$ cat src/rtl/hilo_divider.sv
// hilo_divider: sequential restoring divider producing quotient (LO) and
// remainder (HI) for DIV/DIVU. One quotient bit per cycle, fixed latency
// of WIDTH+1 cycles, results held until the next operation completes.
module hilo_divider #(
    parameter int WIDTH = 32
) (
    input  logic             clk,
    input  logic             rst,
    input  logic             start,
    input  logic             sign,
    input  logic [WIDTH-1:0] dividend,
    input  logic [WIDTH-1:0] divisor,
    output logic             busy,
    output logic             done,
    output logic [WIDTH-1:0] quot,
    output logic [WIDTH-1:0] rem,
    output logic             div_zero
);

    localparam int CW = (WIDTH > 2) ? $clog2(WIDTH) : 1;
    localparam logic [CW-1:0] LAST = CW'(WIDTH - 1);

    typedef enum logic [1:0] {
        IDLE = 2'd0,
        RUN  = 2'd1,
        FIX  = 2'd2
    } state_t;

    state_t           state;
    state_t           next_state;
    logic [CW-1:0]    cnt;
    logic [WIDTH-1:0] div_mag;
    logic [WIDTH-1:0] partial_rem;
    logic [WIDTH-1:0] work_quot;
    logic [WIDTH-1:0] raw_dividend;
    logic             q_neg;
    logic             r_neg;
    logic             dz;

    logic [WIDTH:0]   shifted;
    logic [WIDTH:0]   trial;

    // Two's complement negate, modulo 2^WIDTH.
    function automatic logic [WIDTH-1:0] negate(input logic [WIDTH-1:0] x);
        return ~x + {{(WIDTH-1){1'b0}}, 1'b1};
    endfunction

    // Magnitude of x when treated as signed; raw value otherwise.
    // The most negative value maps onto itself, which is its correct
    // unsigned magnitude.
    function automatic logic [WIDTH-1:0] magnitude(input logic [WIDTH-1:0] x,
                                                   input logic             is_signed);
        return (is_signed && x[WIDTH-1]) ? negate(x) : x;
    endfunction

    // Shift-subtract step: subtract by adding the inverted divisor with a
    // carry-in of one, WIDTH+1 bits wide so the MSB is the trial sign.
    assign shifted = {partial_rem, work_quot[WIDTH-1]};
    assign trial   = shifted + {1'b1, ~div_mag} + {{WIDTH{1'b0}}, 1'b1};

    assign busy = (state != IDLE);

    // State register.
    always_ff @(posedge clk or posedge rst) begin
        if (rst) state <= IDLE;
        else     state <= next_state;
    end

    // Next-state logic: fixed WIDTH iterations then one fix-up cycle.
    always_comb begin
        next_state = state;
        case (state)
            IDLE:    if (start) next_state = RUN;
            RUN:     if (cnt == LAST) next_state = FIX;
            FIX:     next_state = IDLE;
            default: next_state = IDLE;
        endcase
    end

    // Operand capture, iteration datapath and result registers.
    always_ff @(posedge clk or posedge rst) begin
        if (rst) begin
            cnt          <= '0;
            div_mag      <= '0;
            partial_rem  <= '0;
            work_quot    <= '0;
            raw_dividend <= '0;
            q_neg        <= 1'b0;
            r_neg        <= 1'b0;
            dz           <= 1'b0;
            quot         <= '0;
            rem          <= '0;
            div_zero     <= 1'b0;
            done         <= 1'b0;
        end else begin
            done <= (state == FIX);
            case (state)
                IDLE: begin
                    if (start) begin
                        cnt          <= '0;
                        div_mag      <= magnitude(divisor, sign);
                        partial_rem  <= '0;
                        work_quot    <= magnitude(dividend, sign);
                        raw_dividend <= dividend;
                        q_neg        <= sign & (dividend[WIDTH-1] ^ divisor[WIDTH-1]);
                        r_neg        <= sign & dividend[WIDTH-1];
                        dz           <= (divisor == '0);
                    end
                end
                RUN: begin
                    cnt <= cnt + CW'(1);
                    if (!trial[WIDTH]) partial_rem <= trial[WIDTH-1:0];
                    else               partial_rem <= shifted[WIDTH-1:0];
                    work_quot <= {work_quot[WIDTH-2:0], ~trial[WIDTH]};
                end
                FIX: begin
                    div_zero <= dz;
                    if (dz) begin
                        quot <= '1;
                        rem  <= raw_dividend;
                    end else begin
                        quot <= q_neg ? negate(work_quot) : work_quot;
                        rem  <= r_neg ? negate(partial_rem) : partial_rem;
                    end
                end
                default: ;
            endcase
        end
    end

endmodule

$ cat config.mk
export PLATFORM = sky130hd
export DESIGN_NAME = hilo_divider
export DESIGN_NICKNAME = d
export VERILOG_FILES = /design/src/rtl/hilo_divider.sv
export SDC_FILE = /design/constraint.sdc
export NUM_CORES = 1
export LEC_CHECK = 0
export BUFFER_PORTS_ARGS = -buffer_cell sky130_fd_sc_hd__buf_2
export CAP_MARGIN = 20
export CORE_MARGIN = 2
export CORE_UTILIZATION = 40
export DETAILED_ROUTE_END_ITERATION = 8
export GPL_TIMING_DRIVEN = 0
export SLEW_MARGIN = 20
export SYNTH_ARGS = -nofsm -noshare
export SYNTH_HDL_FRONTEND = slang
export SYNTH_SLANG_ARGS = --single-unit
$ cat constraint.sdc
create_clock -name clk -period 10.3 [get_ports clk]
set_input_delay 0 -clock clk [delete_from_list [all_inputs] [get_ports clk]]
set_output_delay 0 -clock clk [all_outputs]
set_load 0.02 [all_outputs]
==> Word level (Yosys, flattened, before mapping) <==
Index checks and enable logic that the tools add are counted.
{ "word_totals": {"romBits": 0, "mem_count": 0, "output_inout_bits": 67, "latch_bits": 0, "ramBits": 0, "ff_bits": 204} }
{ "op_classes": {"magnitude_cmp": 0, "n_eq_ne": 5, "muxes": 16, "n_shift": 0, "reduce_logical": 9, "n_bitwise": 9, "div": 0, "addsub": 7, "multipliers": 0} }
{ "ops": {"columns": ["cell", "count"], "rows": [
  ["$mux W32", 9],
  ["$not A32 Y32", 5],
  ["$add A32 B1 Y32 const B", 4],
  ["$pmux W32 S2", 2],
  ["$add A33 B1 Y33 const B", 1],
  ["$add A33 B33 Y33", 1],
  ["$logic_not A32 Y1", 1],
  ["$pmux W5 S2", 1],
  ["$reduce_and A2 Y1", 3],
  ["$add A5 B1 Y5 const B", 1],
  ["$eq A5 B5 Y1 const B", 1],
  ["$mux W5", 1],
  ["$mux W2", 2],
  ["$ne A2 B2 Y1 const B", 2],
  ["$pmux W2 S2", 1],
  ["$reduce_bool A2 Y1", 2],
  ["$and A1 B1 Y1", 2],
  ["$eq A2 B1 Y1 const B", 1],
  ["$eq A2 B2 Y1 const B", 1],
  ["$logic_and A1 B1 Y1", 2],
  ["$logic_not A2 Y1", 1],
  ["$not A1 Y1", 1],
  ["$xor A1 B1 Y1", 1]
]} }

==> Logic depth before layout (Yosys ltp) <==
Gate-level depths: netlist (run 1).
{ "depth": {"depth_word": 5, "mapped_depth": 12, "mapped_depth_nobuf": 11} }

==> Worst setup path after synthesis (run 1) <==
Ideal clock, no wire load.
{ "synth_timing": {"path_type": "register to register", "startpoint": "register partial_rem[6]", "endpoint": "register partial_rem[10]", "path_stages_with_launch": 10, "required_ps": 10167, "t_arrival_ps": 3004, "slack_ps": 7163, "n_path_buf": 1, "synth_period_minus_slack_ps": 3137, "cell_sequence": "dfrtp_1 ha_1 nand2_1 or4b_2 o21a_1 o2111a_1 a211oi_2 buf_2 mux2i_1 o21ai_0"} }
{ "synth_between": {"elab_chain_cells": 4} }
{ "synth_lines": {"columns": ["element", "line_no", "text"], "rows": [
  ["start, declared", "33", "logic [WIDTH-1:0] partial_rem;"],
  ["start signal, assigned", "112", "if (!trial[WIDTH]) partial_rem <= trial[WIDTH-1:0];"],
  ["start signal, assigned", "113", "else partial_rem <= shifted[WIDTH-1:0];"],
  ["$add A33 B33 Y33", "59", "assign trial = shifted + {1'b1, ~div_mag} + {{WIDTH{1'b0}}, 1'b1};"],
  ["$add A33 B1 Y33", "59", null],
  ["$mux W32", "112", null],
  ["$pmux W32 S2", "97", "case (state)"]
]} }
Every way passes these cells.
A chain may end at the register's enable or synchronous reset.

==> Worst setup path after layout (run 1) <==
{ "layout_timing": {"startpoint": "register partial_rem[23]", "endpoint": "register partial_rem[0]"} }
Same word-level chain as after synthesis.

==> out/metrics.cfg, run 1 <==
[status]
status=completed

[floorplan]
start_util_pct=40.65
fp-row-count=64
core-area_sq_um=30670
die_w_um=180.5
die_h_um=180.5
dieArea_sq_um=32590
io_pins=135

[sta]
skew_ns=0.01245
hold_viol_final=0
worstMarginPinSlew_ns=0.8113
period_share_pct=38.35
setup_viol=0
setup_tns_ns=0
rsz0062_at_grt=no
period_needed_ns=3.950
slew_violations=0
max_freq_ghz=0.2532
worst_slack_ns=6.350
slew_headroom_pct=45.42

[setup_path]
crit_chain=ha_1, clkbuf_1, nor2_1, o311ai_0, a311oi_1, o21ba_2, a211oi_2, clkbuf_1, nand2_1, o211ai_1, o31ai_1
critPathBufInv=2
critPathMaxStageDelay_ns=0.67
critPathSlowestCell=o311ai_0
cp_data_arrival_time_ns=4.32
criticalPathCategory=reg -> reg
cp-startpoint=partial_rem[23]
critPathCaptureType=flop
setup.worst_path.end=partial_rem[0]
cp.depth=11
cp_top_family=compound AO/OA/AOI/OAI gates
cp_data_required_time_ns=10.67
crit_path_max_fanout=10
reg2reg_depth=11
cp-start-kind=flop
rrSetupSlack_ns=6.35
r2r-end=partial_rem[0]
cpMostUsedCell=clkbuf_1
timing.rr.start=partial_rem[23]

[power]
pwr-share-comb_pct=52.8
pwr-share-clk_pct=18.3
sw_frac_of_total_pct=45.23
power_uw=5073
switching_power_uw=2295
vdd_drop_max_uv=127.3
power_density_nw_per_um2=330.7
seqPwrFrac_pct=29.0
leakagePower_uw=0.006785
p_int_uw=2779

[placed_design]
gp_congestion=0.8621
post-dp-hpwl_um=29240
place_area_sq_um=13700
post-place-ws_ns=6.427
port_buffers=134

[final_layout]
fill_cells=2906
fin_area_sq_um=15340
drive_above_1_share_pct=11.07
nets=1834
antenna_cells=0
area_delta_synth_final_pct=23.05
final_cell_mix=250 x nand2_1, 204 x dfrtp_1, 175 x o21ai_0, 135 x buf_2, 124 x a21oi_1
final_common_cell=nand2_1
final_util_pct=50.02

[global_route]
first_global_vias=11400
grt_max_degree=93
grt_first_pass_wirelength_um=60960
antenna_found_initial=0
track_usage_pct=23.16
grt_overflow_total=0

[synth]
synth.ff_latch_count=204
synthDistinctLibCells=61
ys_top_cells_by_area=dfrtp_1 41%, nand2_1 7.5%, o21ai_0 7.0%, xor2_1 5.9%, a21oi_1 5.0%
synthFlopType=dfrtp_1
synth-edff-count=0
synth_nets=1594
avgSynthCellArea_sq_um=8.384
syn_area_sq_um=12470
synth_top_area_share_pct=40.95
ys_seq_area_share_pct=40.95
yosys.area.top_type=dfrtp_1
synth_cells=1487
synth_warnings=0
async_reset_ff_share_pct=100.0

[route]
vias_per_cell=5.351
drc=0
drt_pass1_iterations=5
wl_per_cell_um=17.75
drt_iter0_markers=637
antenna_left=0
via_count=11450
wirelength_um=37990

[clock_network]
cts_inserted_buffers=24
htree_levels=1
post_cts_buffers=0
cts_tree=done
cts_sinks=204
clk_latency_ns=0.52
clk_root_buffer_cell=clkbuf_16
clock_path_buffers=3
post_cts_resized=0
clkTransAtPathRegs_ns=0.06

[run]
max-cap-violations=0

[worst_hold_path]
hold_path_class=in -> reg

==> synth_stat cells, types with 28 or more instances <==
cell,instances
nor2_1,112
o21ai_0,175
ha_1,38
xor2_1,84
a22oi_1,30
inv_1,57
nand3_1,28
xnor2_1,58
a21oi_1,124
clkbuf_1,68
dfrtp_1,204
nand2_1,250
==> per-stage QoR <==
step	hold slack (ns)	instances
3_5_place_dp	-0.03001	2019
3_3_place_gp	0.2462	2017
5_1_grt	0.09047	2140
4_1_cts	0.01682	2140
6_report	0.05685	2140
2_1_floorplan	0.09666	1487
==> worst min-delay path by stage <==
stage,cells past startpoint,start,end
3_5_place_dp,2,rst,done
2_1_floorplan,1,divisor[31],dz
4_1_cts,5,start,raw_dividend[31]
6_report,5,start,raw_dividend[31]
5_1_grt,5,start,raw_dividend[31]
3_3_place_gp,3,dividend[30],raw_dividend[30]
==> state kept, by name, indices dropped and copies added (netlist names) <==
signal and cells:
cnt 5, div_mag 32, div_zero 1, done 1, dz 1, partial_rem 32, q_neg 1, quot 32
r_neg 1, raw_dividend 32, rem 32, state 2, work_quot 32
==> layer usage <==
layer / part of all wire, % / track usage, % / vias to the layer above / routed length (um)
met3: 3.5 / 2.627 / 61 / 1343
met1: 45 / 30.23 / 5401 / 17210
met4: 2.8 / 6.871 / 0 / 1057
met5: 0 / 0 / - / 0
li1: - / - / 5731 / -
met2: 48 / 40.41 / 259 / 18380
==> cells by family (layout without fill, tap and decap cells) <==
logic type	Yosys count	in the layout	share of synthesized area, %
muxes	22	22	1.796
xor gates and xnor gates	142	142	9.976
AOI/OAI and AO/OA	449	449	21.64
and+or+nand+nor	494	494	17.53
DFF	204	204	40.95
buffers and inverters	137	394	4.135
adders and majority gates	39	39	3.974
==> power by group through the flow <==
stage	logic [uW]	clock network [uW]	registers (uW)
CTS	2690	946	1460
finish	2680	926	1470
global placement	2630	0	1460
global route	3040	979	1510
detailed placement	2650	0	1470
floorplan	1970	0	1400
==> area by class of cell <==
class	count	area, sq um	share of cell area, %
Sequential cell	204	5105	33.28
Clock inverter	13	200.2	1.305
Clock buffer	30	664.4	4.331
Tap cell	396	495.5	3.230
Timing Repair Buffer	214	1506	9.820
Buffer	79	297.8	1.941
Inverter	58	225.2	1.468
Multi-Input combinational cell	1146	6847	44.63
==> worst min-delay path: cells and delay by family <==
kind	cells	cell delay, ns
buffers and inverters	2	0.24
AND/OR/NAND/NOR	3	0.29
==> timing repair <==
item / CTS / global route
hold buffers: 78 / 0
hold endpoints to repair: 219 / 0
endpoints found under the setup margin: 0 / 0
(Power assumes the default switching activity.)
==> inputs of run 2 (changes only) <==
Settings changed: ABC_AREA set to 1.
Clock period 10.3 ns to 3.7 ns, I/O delays scaled along.
==> run 2 against run 1 <==
Worst setup slack worse by 6.1 ns. Critical path depth shrank 2. Register-to-register slack got worse by 6.1 ns. Flip-flop and latch count did not move. Non-clock buffer count fell by 2. Total power increased to 3.3 times the previous value. Global-route usage rose by 5.1 points.
==> out/metrics.cfg, run 2 <==
[synth]
synth-edff-count=0  ; unchanged
synth_warnings=0  ; unchanged
ys_seq_area_share_pct=35.15  ; -5.8 points
synth.ff_latch_count=204  ; unchanged
synthFlopType=dfrtp_1
synth_top_area_share_pct=35.15  ; -5.8 points
async_reset_ff_share_pct=100.0  ; unchanged
syn_area_sq_um=14520  ; +16%
yosys.area.top_type=dfrtp_1
synth_nets=2272  ; +43%
synth_cells=2165  ; +46%
synthDistinctLibCells=49  ; -20%
synth_common_cells=639 x nand2_1, 304 x inv_1, 223 x nand3_1
ys_top_cells_by_area=dfrtp_1 35%, nand2_1 17%, inv_1 7.9%, nand3_1 7.7%, nor2_1 5.0%
avgSynthCellArea_sq_um=6.709  ; -20%
yosys.cell_count.top_type=nand2_1

[power]
power_density_nw_per_um2=954.3  ; +190%
vdd_drop_max_uv=342.8  ; +170%
pwr-share-comb_pct=59.9  ; +7.1 points
seqPwrFrac_pct=24.8  ; -4.2 points
p_int_uw=8180  ; +190%
switching_power_uw=8565  ; +270%
sw_frac_of_total_pct=51.15  ; +5.9 points
pwr-share-clk_pct=15.3  ; -3.0 points
leakagePower_uw=0.008943  ; +32%
power_uw=16750  ; +230%

[global_route]
grt_max_degree=34  ; -63%
track_usage_pct=28.22  ; +5.1 points
first_global_vias=14550  ; +28%
antenna_found_initial=2  ; +2
grt_overflow_total=0  ; unchanged
grt_first_pass_wirelength_um=82900  ; +36%

[setup_path]
r2r-end=work_quot[21]
setup.worst_path.end=work_quot[21]
crit_path_max_fanout=10  ; unchanged
critPathCaptureType=flop
cp-startpoint=state[1]
criticalPathCategory=reg -> reg
rrSetupSlack_ns=0.24  ; -6.11 ns
cp_data_required_time_ns=4.16  ; -6.51 ns
reg2reg_depth=9  ; -2
cp_data_arrival_time_ns=3.92  ; -0.40 ns
timing.rr.start=state[1]
cp-start-kind=flop

[final_layout]
area_delta_synth_final_pct=20.81
final_common_cell=nand2_1
final_cell_mix=639 x nand2_1, 303 x inv_1, 223 x nand3_1, 204 x dfrtp_1, 195 x nor2_1
drive_above_1_share_pct=11.66  ; +0.59 points
nets=2518  ; +37%
antenna_cells=0  ; unchanged

[sta]
hold_viol_final=0  ; unchanged
hold_ws_ns=0.03041  ; -0.02644 ns
slew_violations=0  ; unchanged
slew_headroom_pct=38.42  ; -7.0 points
worstMarginPinSlew_ns=0.9236  ; +0.1124 ns
worst_slack_ns=0.2424  ; -6.108 ns
period_needed_ns=3.458  ; -0.4922 ns
setup_tns_ns=0  ; unchanged
rsz0062_at_grt=no
period_share_pct=93.45  ; +55 points
setup_viol=0  ; unchanged
skew_ns=0.01477  ; +0.002326 ns
max_freq_ghz=0.2892  ; +14%

[clock_network]
clock_path_buffers=3  ; unchanged
cts_tree=done
htree_levels=1  ; unchanged
clk_root_buffer_cell=clkbuf_16
cts_inserted_buffers=25  ; +4.2%
clk_latency_ns=0.53  ; about the same
clkTransAtPathRegs_ns=0.06  ; about the same
cts_sinks=204  ; unchanged

[route]
drc=0  ; unchanged
wirelength_um=53980  ; +42%
drt_pass1_iterations=6  ; +1
vias_per_cell=5.311  ; -0.76%
via_count=15340  ; +34%
drt_iter0_markers=1434  ; +130%
wl_per_cell_um=18.69  ; +5.3%
antenna_left=0  ; unchanged

[floorplan]
fp-row-count=69  ; +7.8%
start_util_pct=40.73  ; +0.085 points
io_pins=135  ; unchanged
core-area_sq_um=35660  ; +16%
die_w_um=194.6  ; +7.8%
die_h_um=194.6  ; +7.8%
dieArea_sq_um=37850  ; +16%

[placed_design]
post-place-ws_ns=0.8163  ; -5.610 ns
port_buffers=134  ; unchanged
gp_congestion=0.9833  ; +14%
post-dp-hpwl_um=42990  ; +47%

[worst_hold_path]
hold_path_class=in -> reg

[run]
max-cap-violations=0  ; unchanged

[status]
status=completed

==> run 2: cell count changes after synthesis, sizes merged, moves of 18 or more <==
cell    change
inv       +261
nand4      +22
nand3b     +19
nand3     +217
a21oi      -91
mux2i      -19
xnor2      -48
nand2     +421
o31ai      -21
xor2       -39
nor2       +89
or4        -18
o21ai      -49
==> run 2: power by group through the flow <==
stage	clock (uW)	combinational [uW]	sequential, uW
floorplan	0	7270	3820
global placement	0	9630	4120
detailed placement	0	9790	4140
CTS	2600	9970	4110
global route	2690	11300	4250
finish	2570	10000	4160
==> run 2: critical path, stage by stage (launching register included) <==
cell	delay [ns]
dfrtp_1	0.38
nor2_1	0.28
nand2_1	0.21
inv_1	0.22
clkbuf_1	0.55
clkbuf_2	0.42
nand3_1	0.11
dlygate4sd3_1	0.57
nand3_1	0.07
dlygate4sd3_1	0.56
==> run 2: routing by layer <==
layer	share of wire [%]	wire [um]	up-vias	global-route usage, %
met2	42	22580	610	41.98
li1	-	-	7445	-
met3	8.3	4466	75	4.373
met1	47	25420	7204	42.13
met5	0.16	85	-	1.405
met4	2.6	1430	4	7.778
==> run 2: final cells by class <==
cell class | count | area, sq um
timing repair buffer | 219 | 1592
clock inverter | 9 | 130.1
clock buffer | 34 | 719.4
tap | 461 | 576.8
multi-input combinational | 1567 | 7895
sequential | 204 | 5105
fill | 3657 | 18110
buffer | 72 | 316.6
inverter | 322 | 1212
==> run 2: kinds of logic after synthesis <==
logic type,Yosys count,share of synthesized area (%)
AO/OA/AOI/OAI,257,10.54
AND/OR/NAND/NOR,1216,37.10
flip-flops,204,35.15
adder cells (fa/ha/maj),39,3.411
buffers and inverters,394,10.49
XOR/XNOR,55,3.317
==> run 2: worst min path at each step <==
| stage | slack [ns] | to | cells past startpoint | start |
|---|---|---|---|---|
| floorplan | 0.11 | raw_dividend[5] | 2 | dividend[5] |
| global placement | 0.28 | div_mag[11] | 3 | divisor[11] |
| detailed placement | -0.03 | quot[18] | 2 | rst |
| CTS | 0.02 | div_mag[5] | 6 | divisor[1] |
| global route | 0.11 | div_mag[5] | 6 | divisor[1] |
| finish | 0.03 | div_mag[5] | 6 | divisor[1] |
==> run 2: stage by stage <==
stage / instances / util, % / instance area, sq um
finish: 2888 / 49.21 / 17550
global route: 2888 / 49.21 / 17550
CTS: 2888 / 49.21 / 17550
detailed placement: 2767 / 44.64 / 15920
global placement: 2760 / 44.24 / 15780
floorplan: 2165 / - / 14530
==> run 2: what timing repair did <==
action                                  CTS  global route
buffers inserted                          0             0
hold buffers                             78             0
hold endpoints to repair                241             0
endpoints found under the setup margin    0             2
resized for setup                         0             1
